==> src/rtl/adder_pkg.sv <==
// Shared helpers for the adder family.
//   seg_lsb      : bit index of the least significant bit of carry segment k.
//   params_legal : elaboration-time legality of a WIDTH / STAGES pair.
package adder_pkg;

  // LSB position of segment k when every segment is seg bits wide.
  function automatic int seg_lsb(input int k, input int seg);
    return k * seg;
  endfunction

  // WIDTH must split evenly into at least one segment.
  function automatic bit params_legal(input int width, input int stages);
    bit ok;
    if (stages >= 1) begin
      ok = (width >= 1) && ((width % stages) == 0);
    end else begin
      ok = 1'b0;
    end
    return ok;
  endfunction

endpackage

==> src/rtl/adder_seg.sv <==
// One carry segment of the pipelined adder: SEG-bit adder, purely combinational.
// Ports:
//   a, b       in  SEG  segment operands
//   carry_in   in  1    carry into the segment LSB
//   sum        out SEG  segment sum
//   carry_out  out 1    carry out of the segment MSB
//   carry_msb  out 1    carry into the segment MSB (overflow detection in the top segment)
module adder_seg #(
  parameter int SEG = 8
) (
  input  logic [SEG-1:0] a,
  input  logic [SEG-1:0] b,
  input  logic           carry_in,
  output logic [SEG-1:0] sum,
  output logic           carry_out,
  output logic           carry_msb
);

  // Segment addition with the carry extracted from the extra result bit.
  always_comb begin
    {carry_out, sum} = {1'b0, a} + {1'b0, b} + {{SEG{1'b0}}, carry_in};
    // sum[msb] = a ^ b ^ c_in(msb), so the carry into the MSB falls out directly.
    carry_msb = sum[SEG-1] ^ a[SEG-1] ^ b[SEG-1];
  end

endmodule

==> src/rtl/adder_pipe_nbit.sv <==
// Pipelined WIDTH-bit adder with STAGES carry segments and a valid/ready stream.
// Stage k adds segment k of the operands to the carry registered by stage k-1;
// not-yet-added operand bits and finished sum bits ride along so the last stage
// holds a fully aligned result.
// Ports:
//   clk, rst_n            clock, asynchronous active-low reset
//   in_valid / in_ready   input handshake (in_ready = advance enable)
//   a, b, carry_in        operands
//   out_valid / out_ready output handshake
//   sum, carry_out        (a + b + carry_in) mod 2^WIDTH and its unsigned carry
//   overflow              two's-complement overflow
module adder_pipe_nbit
  import adder_pkg::*;
#(
  parameter int WIDTH  = 32,
  parameter int STAGES = 4
) (
  input  logic             clk,
  input  logic             rst_n,
  input  logic             in_valid,
  output logic             in_ready,
  input  logic [WIDTH-1:0] a,
  input  logic [WIDTH-1:0] b,
  input  logic             carry_in,
  output logic             out_valid,
  input  logic             out_ready,
  output logic [WIDTH-1:0] sum,
  output logic             carry_out,
  output logic             overflow
);

  // Guarded sizes so an illegal configuration reaches the fatal check below.
  localparam int DEPTH = (STAGES >= 1) ? STAGES : 1;
  localparam int SEG   = WIDTH / DEPTH;

  if (!params_legal(WIDTH, STAGES)) begin : g_param_check
    $fatal(1, "adder_pipe_nbit: WIDTH must be a positive multiple of STAGES, STAGES >= 1");
  end

  logic             valid_q [DEPTH];
  logic             valid_d [DEPTH];
  logic             carry_q [DEPTH];
  logic             carry_d [DEPTH];
  logic [WIDTH-1:0] sum_q   [DEPTH];
  logic [WIDTH-1:0] sum_d   [DEPTH];
  logic [WIDTH-1:0] a_q     [DEPTH];
  logic [WIDTH-1:0] a_d     [DEPTH];
  logic [WIDTH-1:0] b_q     [DEPTH];
  logic [WIDTH-1:0] b_d     [DEPTH];
  logic             ovf_q;
  logic             ovf_d;

  logic [SEG-1:0]   seg_sum_s  [DEPTH];
  logic             seg_cout_s [DEPTH];
  logic             seg_cmsb_s [DEPTH];
  logic             adv_s;
  logic             unused_ops_s;

  // The whole pipe moves when the head is empty or being drained.
  assign adv_s    = out_ready | ~valid_q[DEPTH-1];
  assign in_ready = adv_s;

  for (genvar k = 0; k < DEPTH; k++) begin : g_seg
    logic [SEG-1:0] op_a_s;
    logic [SEG-1:0] op_b_s;
    logic           cin_s;

    if (k == 0) begin : g_first
      assign op_a_s = a[0 +: SEG];
      assign op_b_s = b[0 +: SEG];
      assign cin_s  = carry_in;
    end else begin : g_rest
      assign op_a_s = a_q[k-1][seg_lsb(k, SEG) +: SEG];
      assign op_b_s = b_q[k-1][seg_lsb(k, SEG) +: SEG];
      assign cin_s  = carry_q[k-1];
    end

    adder_seg #(.SEG(SEG)) u_seg (
      .a         (op_a_s),
      .b         (op_b_s),
      .carry_in  (cin_s),
      .sum       (seg_sum_s[k]),
      .carry_out (seg_cout_s[k]),
      .carry_msb (seg_cmsb_s[k])
    );
  end

  // Next state: shift every stage by one on adv, otherwise hold everything.
  always_comb begin
    if (adv_s) begin
      valid_d[0]          = in_valid;
      a_d[0]              = a;
      b_d[0]              = b;
      sum_d[0]            = '0;
      sum_d[0][SEG-1:0]   = seg_sum_s[0];
      carry_d[0]          = seg_cout_s[0];
      for (int k = 1; k < DEPTH; k++) begin
        valid_d[k]                       = valid_q[k-1];
        a_d[k]                           = a_q[k-1];
        b_d[k]                           = b_q[k-1];
        sum_d[k]                         = sum_q[k-1];
        sum_d[k][seg_lsb(k, SEG) +: SEG] = seg_sum_s[k];
        carry_d[k]                       = seg_cout_s[k];
      end
      ovf_d = seg_cmsb_s[DEPTH-1] ^ seg_cout_s[DEPTH-1];
    end else begin
      valid_d = valid_q;
      a_d     = a_q;
      b_d     = b_q;
      sum_d   = sum_q;
      carry_d = carry_q;
      ovf_d   = ovf_q;
    end
  end

  // Pipeline registers; reset clears valids and data so nothing is ever X.
  always_ff @(posedge clk or negedge rst_n) begin
    if (!rst_n) begin
      for (int k = 0; k < DEPTH; k++) begin
        valid_q[k] <= 1'b0;
        carry_q[k] <= 1'b0;
        sum_q[k]   <= '0;
        a_q[k]     <= '0;
        b_q[k]     <= '0;
      end
      ovf_q <= 1'b0;
    end else begin
      valid_q <= valid_d;
      carry_q <= carry_d;
      sum_q   <= sum_d;
      a_q     <= a_d;
      b_q     <= b_d;
      ovf_q   <= ovf_d;
    end
  end

  // Operand bits already consumed, and carry-into-MSB of non-final segments,
  // have no reader; fold them into one sink so their disuse is deliberate.
  always_comb begin
    unused_ops_s = 1'b0;
    for (int k = 0; k < DEPTH; k++) begin
      unused_ops_s = unused_ops_s ^ (^a_q[k]) ^ (^b_q[k]) ^ seg_cmsb_s[k];
    end
  end

  assign out_valid = valid_q[DEPTH-1];
  assign sum       = sum_q[DEPTH-1];
  assign carry_out = carry_q[DEPTH-1];
  assign overflow  = ovf_q;

endmodule

==> config.mk <==
export PLATFORM = sky130hd
export DESIGN_NAME = adder_pipe_nbit
export DESIGN_NICKNAME = d
export VERILOG_FILES = /design/src/rtl/adder_pkg.sv /design/src/rtl/adder_seg.sv /design/src/rtl/adder_pipe_nbit.sv
export SDC_FILE = /design/constraint.sdc
export NUM_CORES = 1
export LEC_CHECK = 0
export ABC_AREA = 1
export CAP_MARGIN = 25
export CELL_PAD_IN_SITES_DETAIL_PLACEMENT = 0
export CELL_PAD_IN_SITES_GLOBAL_PLACEMENT = 1
export CORE_AREA = 3 3 160 162
export DETAILED_ROUTE_END_ITERATION = 10
export DIE_AREA = 0 0 163 165
export PLACE_DENSITY_LB_ADDON = 0.1
export SYNTH_ARGS = -nofsm -noshare
export SYNTH_HDL_FRONTEND = slang
export SYNTH_SLANG_ARGS = --single-unit
==> constraint.sdc <==
create_clock -name clk -period 1.7 [get_ports clk]
set_input_delay 0.51 -clock clk [delete_from_list [all_inputs] [get_ports clk]]
set_output_delay 0.51 -clock clk [all_outputs]
set_load 0.05 [all_outputs]
# After elaboration in Yosys (flattened, before gate mapping)
# Index checks and enable logic that the tools add are counted.
[classes] bitwise_logic=5 addsub=8
[ops] operator="$add A8 B8 Y9" count=4
[ops] operator="$add A9 B1 Y9" count=4
[ops] operator="$xor A1 B1 Y1" count=3
[ops] operator="$not A1 Y1" count=1
[ops] operator="$or A1 B1 Y1" count=1
[totals] output_inout_bits=36 word_cells=32 input_bits=69 register_bits=281

# Depth between registers and ports, before layout
# Gate-level depths: netlist of run 1.
[depth] ltp_word=5 ltp_mapped=12 depth_no_buf=12

# By module
# A second synthesis of run 1 with hierarchy kept.
[hier_totals] hier_cells=1014 hier_area_um2=8682.1
[by_module_without_submodules] module="adder_pipe_nbit" cells_each=791 area_each_um2=7158.1 seq_area_each_um2=4629.4 instances=1
[by_module_without_submodules] module="adder_seg (g_seg[2].u_seg ...)" cells_each=56 area_each_um2=379.1 seq_area_each_um2=0.0 instances=2
[by_module_without_submodules] module="adder_seg (g_seg[0].u_seg)" cells_each=55 area_each_um2=384.1 seq_area_each_um2=0.0 instances=1
[by_module_without_submodules] module="adder_seg (g_seg[1].u_seg)" cells_each=56 area_each_um2=381.6 seq_area_each_um2=0.0 instances=1

# Least setup slack after synthesis of run 1
# OpenSTA, ideal clock, no wires.
[synth_timing] path_type="input to register" startpoint="in a[0]" endpoint="reg sum_q[102] (netlist name)" arrival_ns=1.743 path_stages=12 setup_slack_ns=-0.125 required_ns=1.618 setup_ns=0.082 path_buffers=0 path_cell_list="inv_1 > fa_1 > inv_1 > fa_1 > nand3_1 > nand3_1 > nand2_1 > nand2_1 > nand2_1 > nand2_1 > nand2_1 > a31oi_1"
[synth_between] elab_chain_len=2
[synth_rtl] element="start, declared" line="adder_pipe_nbit.sv:22" text="input logic [WIDTH-1:0] a,"
[synth_rtl] element="$add A8 B8 Y9" line="adder_seg.sv:21" text="{carry_out, sum} = {1'b0, a} + {1'b0, b} + {{SEG{1'b0}}, carry_in};"
[synth_rtl] element="$add A9 B1 Y9" line="adder_seg.sv:21"
[synth_rtl] element="end signal, assigned" line="adder_pipe_nbit.sv:130" text="sum_q <= sum_d;"
[synth_rtl] element="end, declared" line="adder_pipe_nbit.sv:44" text="logic [WIDTH-1:0] sum_q [DEPTH];"
# No other way between the ends.
# A chain may end at the register's enable or synchronous reset.

# Worst setup path in the final report of run 1
[layout_timing] startpoint="reg carry_q (netlist bit g_seg[3].cin_s)" endpoint="reg sum_q (netlist bit sum[30])"
[layout_between] elab_chain_len=1
[layout_rtl] element="start, declared" line="adder_pipe_nbit.sv:42" text="logic carry_q [DEPTH];"
[layout_rtl] element="start signal, assigned" line="adder_pipe_nbit.sv:129" text="carry_q <= carry_d;"
[layout_rtl] element="$add A9 B1 Y9" line="adder_seg.sv:21"
# No other way between the ends.

==> results.py, run 1 <==
metrics = {
    "global_route": {
        "antenna_found_initial": 0,
        "grt_overflow": 0,
        "grt_pass1_wl_um": 32300,
        "grt_util_all_layers": 0.1486,
        "grt_pass1_vias": 6332,
        "grt_max_degree": 60,
    },
    "timing": {
        "setup_ws_ns": -0.1844,
        "rsz0062_at_grt": "yes",
        "maxSlewViolCount": 0,
        "hold_viol": 0,
        "slew_headroom": 0.7257,
        "fmax_ghz": 0.5307,
        "min_period_ns": 1.884,
        "setup_viol": 9,
        "worst_slew_pin_slew_ns": 0.4115,
        "fin_skew_ns": 0.01423,
        "post-route-period-util": 1.108,
    },
    "pwr": {
        "power.internal_mw": 13.23,
        "clkPwrFrac": 0.168,
        "ir_drop_v": 0.0007994,
        "power_switching_mw": 8.932,
        "p_sw_frac": 0.4031,
        "p_comb_frac": 0.489,
        "power-per-cell-area_nw_per_um2": 1945,
        "seqPwrFrac": 0.343,
        "p_leak_nw": 5.655,
    },
    "logic_synthesis": {
        "synth_fp_nets": 1089,
        "postSynthAreaPerCell_um2": 8.633,
        "yosysMostFrequentCell": "nand2_1",
        "synth_flop_cell": "dfrtp_1",
        "postSynth.asyncResetShare": 1.000,
        "synth.largest_area_cell": "dfrtp_1",
        "synth_warnings": 0,
        "ys_seq_elements": 185,
        "ys_seq_area_frac": 0.5450,
        "netlist.area_leader.share": 0.5450,
        "syn_area_um2": 8494,
        "ys_top_cells_by_area": "dfrtp_1, nand2_1, ha_1",
        "synthTopCellsByCount": "nand2_1, dfrtp_1, inv_1",
        "synth_edf_count": 0,
        "netlist_instances": 984,
        "synth.distinct_cells": 30,
    },
    "detailed_routing": {
        "ant_nets": 0,
        "drc": 0,
        "routed_wl_um": 18660,
        "num_vias": 6350,
        "first_iter_violations": 287,
        "dr.pass1.iters": 6,
        "drt-wirelength-per-cell_um": 12.93,
        "via_per_inst": 4.401,
    },
    "setup_path": {
        "crit_buf_inv": 2,
        "max_stage_delay_ns": 0.38,
        "endpoint_kind": "flip-flop",
        "cp_cell_sequence": "fa_2, inv_2, fa_2, inv_2, nand3_2, nand2_4, nand2_4, nand2_2, a21oi_2, or2_1, nand3_1, nand2_1",
        "r2r_start": "g_seg[3].cin_s$_DFFE_PN0P_",
        "slowest_stage": "dfrtp_1",
        "cp-start-kind": "flip-flop",
        "r2r-end": "sum[30]$_DFFE_PN0P_",
        "crit_type": "reg -> reg",
        "arrival_ns": 2.20,
        "r2r_slack_ns": -0.18,
        "crit_path_max_fanout": 3,
        "crit_required_ns": 2.02,
        "crit_family": "adder cells",
        "ff2ff_path_depth": 12,
    },
    "final_layout": {
        "drive_above_1_share": 0.1966,
        "area_growth_pct": 34.14,
        "antenna_cells": 0,
        "fin_nets": 1211,
        "fin_cells": 1443,
        "fin_util": 0.4699,
    },
    "place": {
        "place_hpwl_um": 13520,
        "post-place-ws_ns": -0.7618,
        "port_buffers": 104,
        "dp_cells": 1397,
        "routabilityCongestion": 0.7487,
    },
    "floorplan": {
        "fp.dieW_um": 163,
        "coreArea_um2": 24250,
        "dieArea_um2": 26900,
        "start_util": 0.3503,
        "ios": 105,
        "row_count": 57,
        "die_y_um": 165,
    },
    "clocking": {
        "cts_buffers": 17,
        "insertion_delay_ns": 0.42,
        "clock_path_buffers": 2,
        "cts.htree.levels": 4,
        "cts_tree": "built",
        "root_buffer": "clkbuf_16",
        "clk_pin_slew_worst_paths_ns": 0.07,
        "hold_buffers": 0,
        "clock-sinks": 185,
    },
    "outcome": {
        "violations": "setup timing",
        "status": "finished with violations",
    },
    "flow_run": {
        "cap_violations": 0,
    },
    "hold_path": {
        "min_path_type": "in -> async",
    },
}
-- stage by stage --
| step | power, mW | cell area [um^2] | hold slack (ns) | TNS [ns] |
|---|---|---|---|---|
| 2_1_floorplan | 13.90 | 8529 | 0.2144 | -0.08094 |
| 3_3_place_gp | 17.69 | 10510 | 0.4423 | -19.19 |
| 3_5_place_dp | 17.79 | 10510 | 0.4513 | -20.55 |
| 4_1_cts | 22.03 | 11210 | 0.03093 | -0.7978 |
| 5_1_grt | 23.98 | 11390 | 0.03704 | -1.766 |
| 6_report | 22.16 | 11390 | 0.03300 | -0.7829 |
-- power by group through the flow --
stage / sequential [mW] / clock [mW] / combinational [mW]
6_report: 7.60 / 3.73 / 10.8
5_1_grt: 7.85 / 4.05 / 12.1
4_1_cts: 7.60 / 3.90 / 10.5
3_5_place_dp: 7.66 / 0 / 10.1
3_3_place_gp: 7.65 / 0 / 10.0
2_1_floorplan: 7.22 / 0 / 6.68
-- layout make-up --
type	instances	area, um^2
Fill cell	2407	12850
Sequential cell	185	4632
Multi-Input combinational cell	652	3368
Timing Repair Buffer	175	2143
Clock buffer	19	442.9
Tap cell	324	405.4
Inverter	75	294.0
Clock inverter	13	108.9
-- cell families (layout without fill, tap and decap cells) --
family | count (synthesis) | in the layout | synth area share
AOI/OAI and AO/OA | 127 | 127 | 0.07983
buffers and inverters | 147 | 282 | 0.08440
DFF | 185 | 185 | 0.5450
adders and majority gates | 36 | 36 | 0.06010
xor gates and xnor gates | 7 | 7 | 0.007218
and+or+nand+nor | 482 | 482 | 0.2234
-- worst reg2reg max path, delay by kind of cell (launching register included) --
| family | cells | cell delay, ns |
|---|---|---|
| AND/OR/NAND/NOR | 7 | 0.60 |
| buffers and inverters | 2 | 0.12 |
| adder cells (fa/ha/maj) | 2 | 0.61 |
| flip-flops | 1 | 0.38 |
| AO/OA/AOI/OAI | 1 | 0.05 |
-- worst max path at each step --
stage                                     from                      to  cells after the start  slack, ns
finish              g_seg[3].cin_s$_DFFE_PN0P_     sum[30]$_DFFE_PN0P_                     12      -0.18
CTS                 g_seg[3].cin_s$_DFFE_PN0P_     sum[30]$_DFFE_PN0P_                     12      -0.20
global route        g_seg[2].cin_s$_DFFE_PN0P_   sum_q[54]$_DFFE_PN0P_                     12      -0.27
detailed placement                    carry_in  sum_q[102]$_DFFE_PN0P_                     13      -0.76
global placement                      carry_in  sum_q[102]$_DFFE_PN0P_                     13      -0.77
floorplan                             carry_in  sum_q[102]$_DFFE_PN0P_                     12      -0.04
-- cell usage in the layout, fill, tap and decap left out, types with 2 or more instances in the layout --
| cell type | netlist | layout |
|---|---|---|
| xnor2_1 | 3 | 3 |
| ha_4 | 0 | 4 |
| clkbuf_16 | 0 | 17 |
| dlymetal6s2s_1 | 0 | 4 |
| dfrtp_1 | 185 | 183 |
| or2_1 | 5 | 5 |
| a31oi_1 | 5 | 5 |
| xor2_1 | 4 | 3 |
| clkinv_4 | 0 | 2 |
| fa_2 | 0 | 8 |
| buf_12 | 0 | 50 |
| nor2_2 | 1 | 3 |
| nand2_2 | 5 | 22 |
| clkbuf_8 | 0 | 2 |
| nand3_1 | 19 | 10 |
| dfrtp_2 | 0 | 2 |
| clkdlybuf4s50_1 | 0 | 59 |
| inv_8 | 0 | 2 |
| inv_6 | 0 | 7 |
| nand3_2 | 3 | 12 |
| nand4_1 | 3 | 3 |
| inv_1 | 74 | 63 |
| a21oi_2 | 0 | 5 |
| nor2_1 | 18 | 16 |
| a21oi_1 | 26 | 20 |
| clkbuf_2 | 0 | 2 |
| buf_4 | 34 | 49 |
| a21oi_4 | 1 | 2 |
| ha_1 | 28 | 22 |
| buf_6 | 1 | 9 |
| nand2_4 | 0 | 2 |
| inv_2 | 1 | 10 |
| clkinvlp_4 | 0 | 3 |
| o211ai_1 | 6 | 6 |
| ha_2 | 0 | 2 |
| o21ai_1 | 25 | 33 |
| nand2_1 | 425 | 406 |
| o21ai_0 | 62 | 54 |
-- metal layers --
metal,wire length [um],global-route usage,vias to the layer above
met5,0,0,-
met4,224,0.04152,0
met3,526,0.02684,16
met2,8066,0.2166,85
met1,9839,0.2262,2948
li1,-,-,3301
-- timing repair --
action / CTS / global route
setup buffers: 10 / 6
resized for setup: 37 / 52
setup endpoints to repair: 18 / 24
pin swaps: 17 / 33
-- state kept, by name, indices dropped and copies added, names as in the netlist --
name and count:
a_q 48, b_q 48, carry_out 1, g_seg.cin_s 3, out_valid 1, overflow 1
sum 32, sum_q 48, valid_q 3
(Power assumes the default switching activity.)
==> run 2, diff against run 1 <==
- CTS_CLUSTER_SIZE: default -> 20
==> results of run 2 <==
No change in the layout: final DEF, timing and power equal those of run 1.
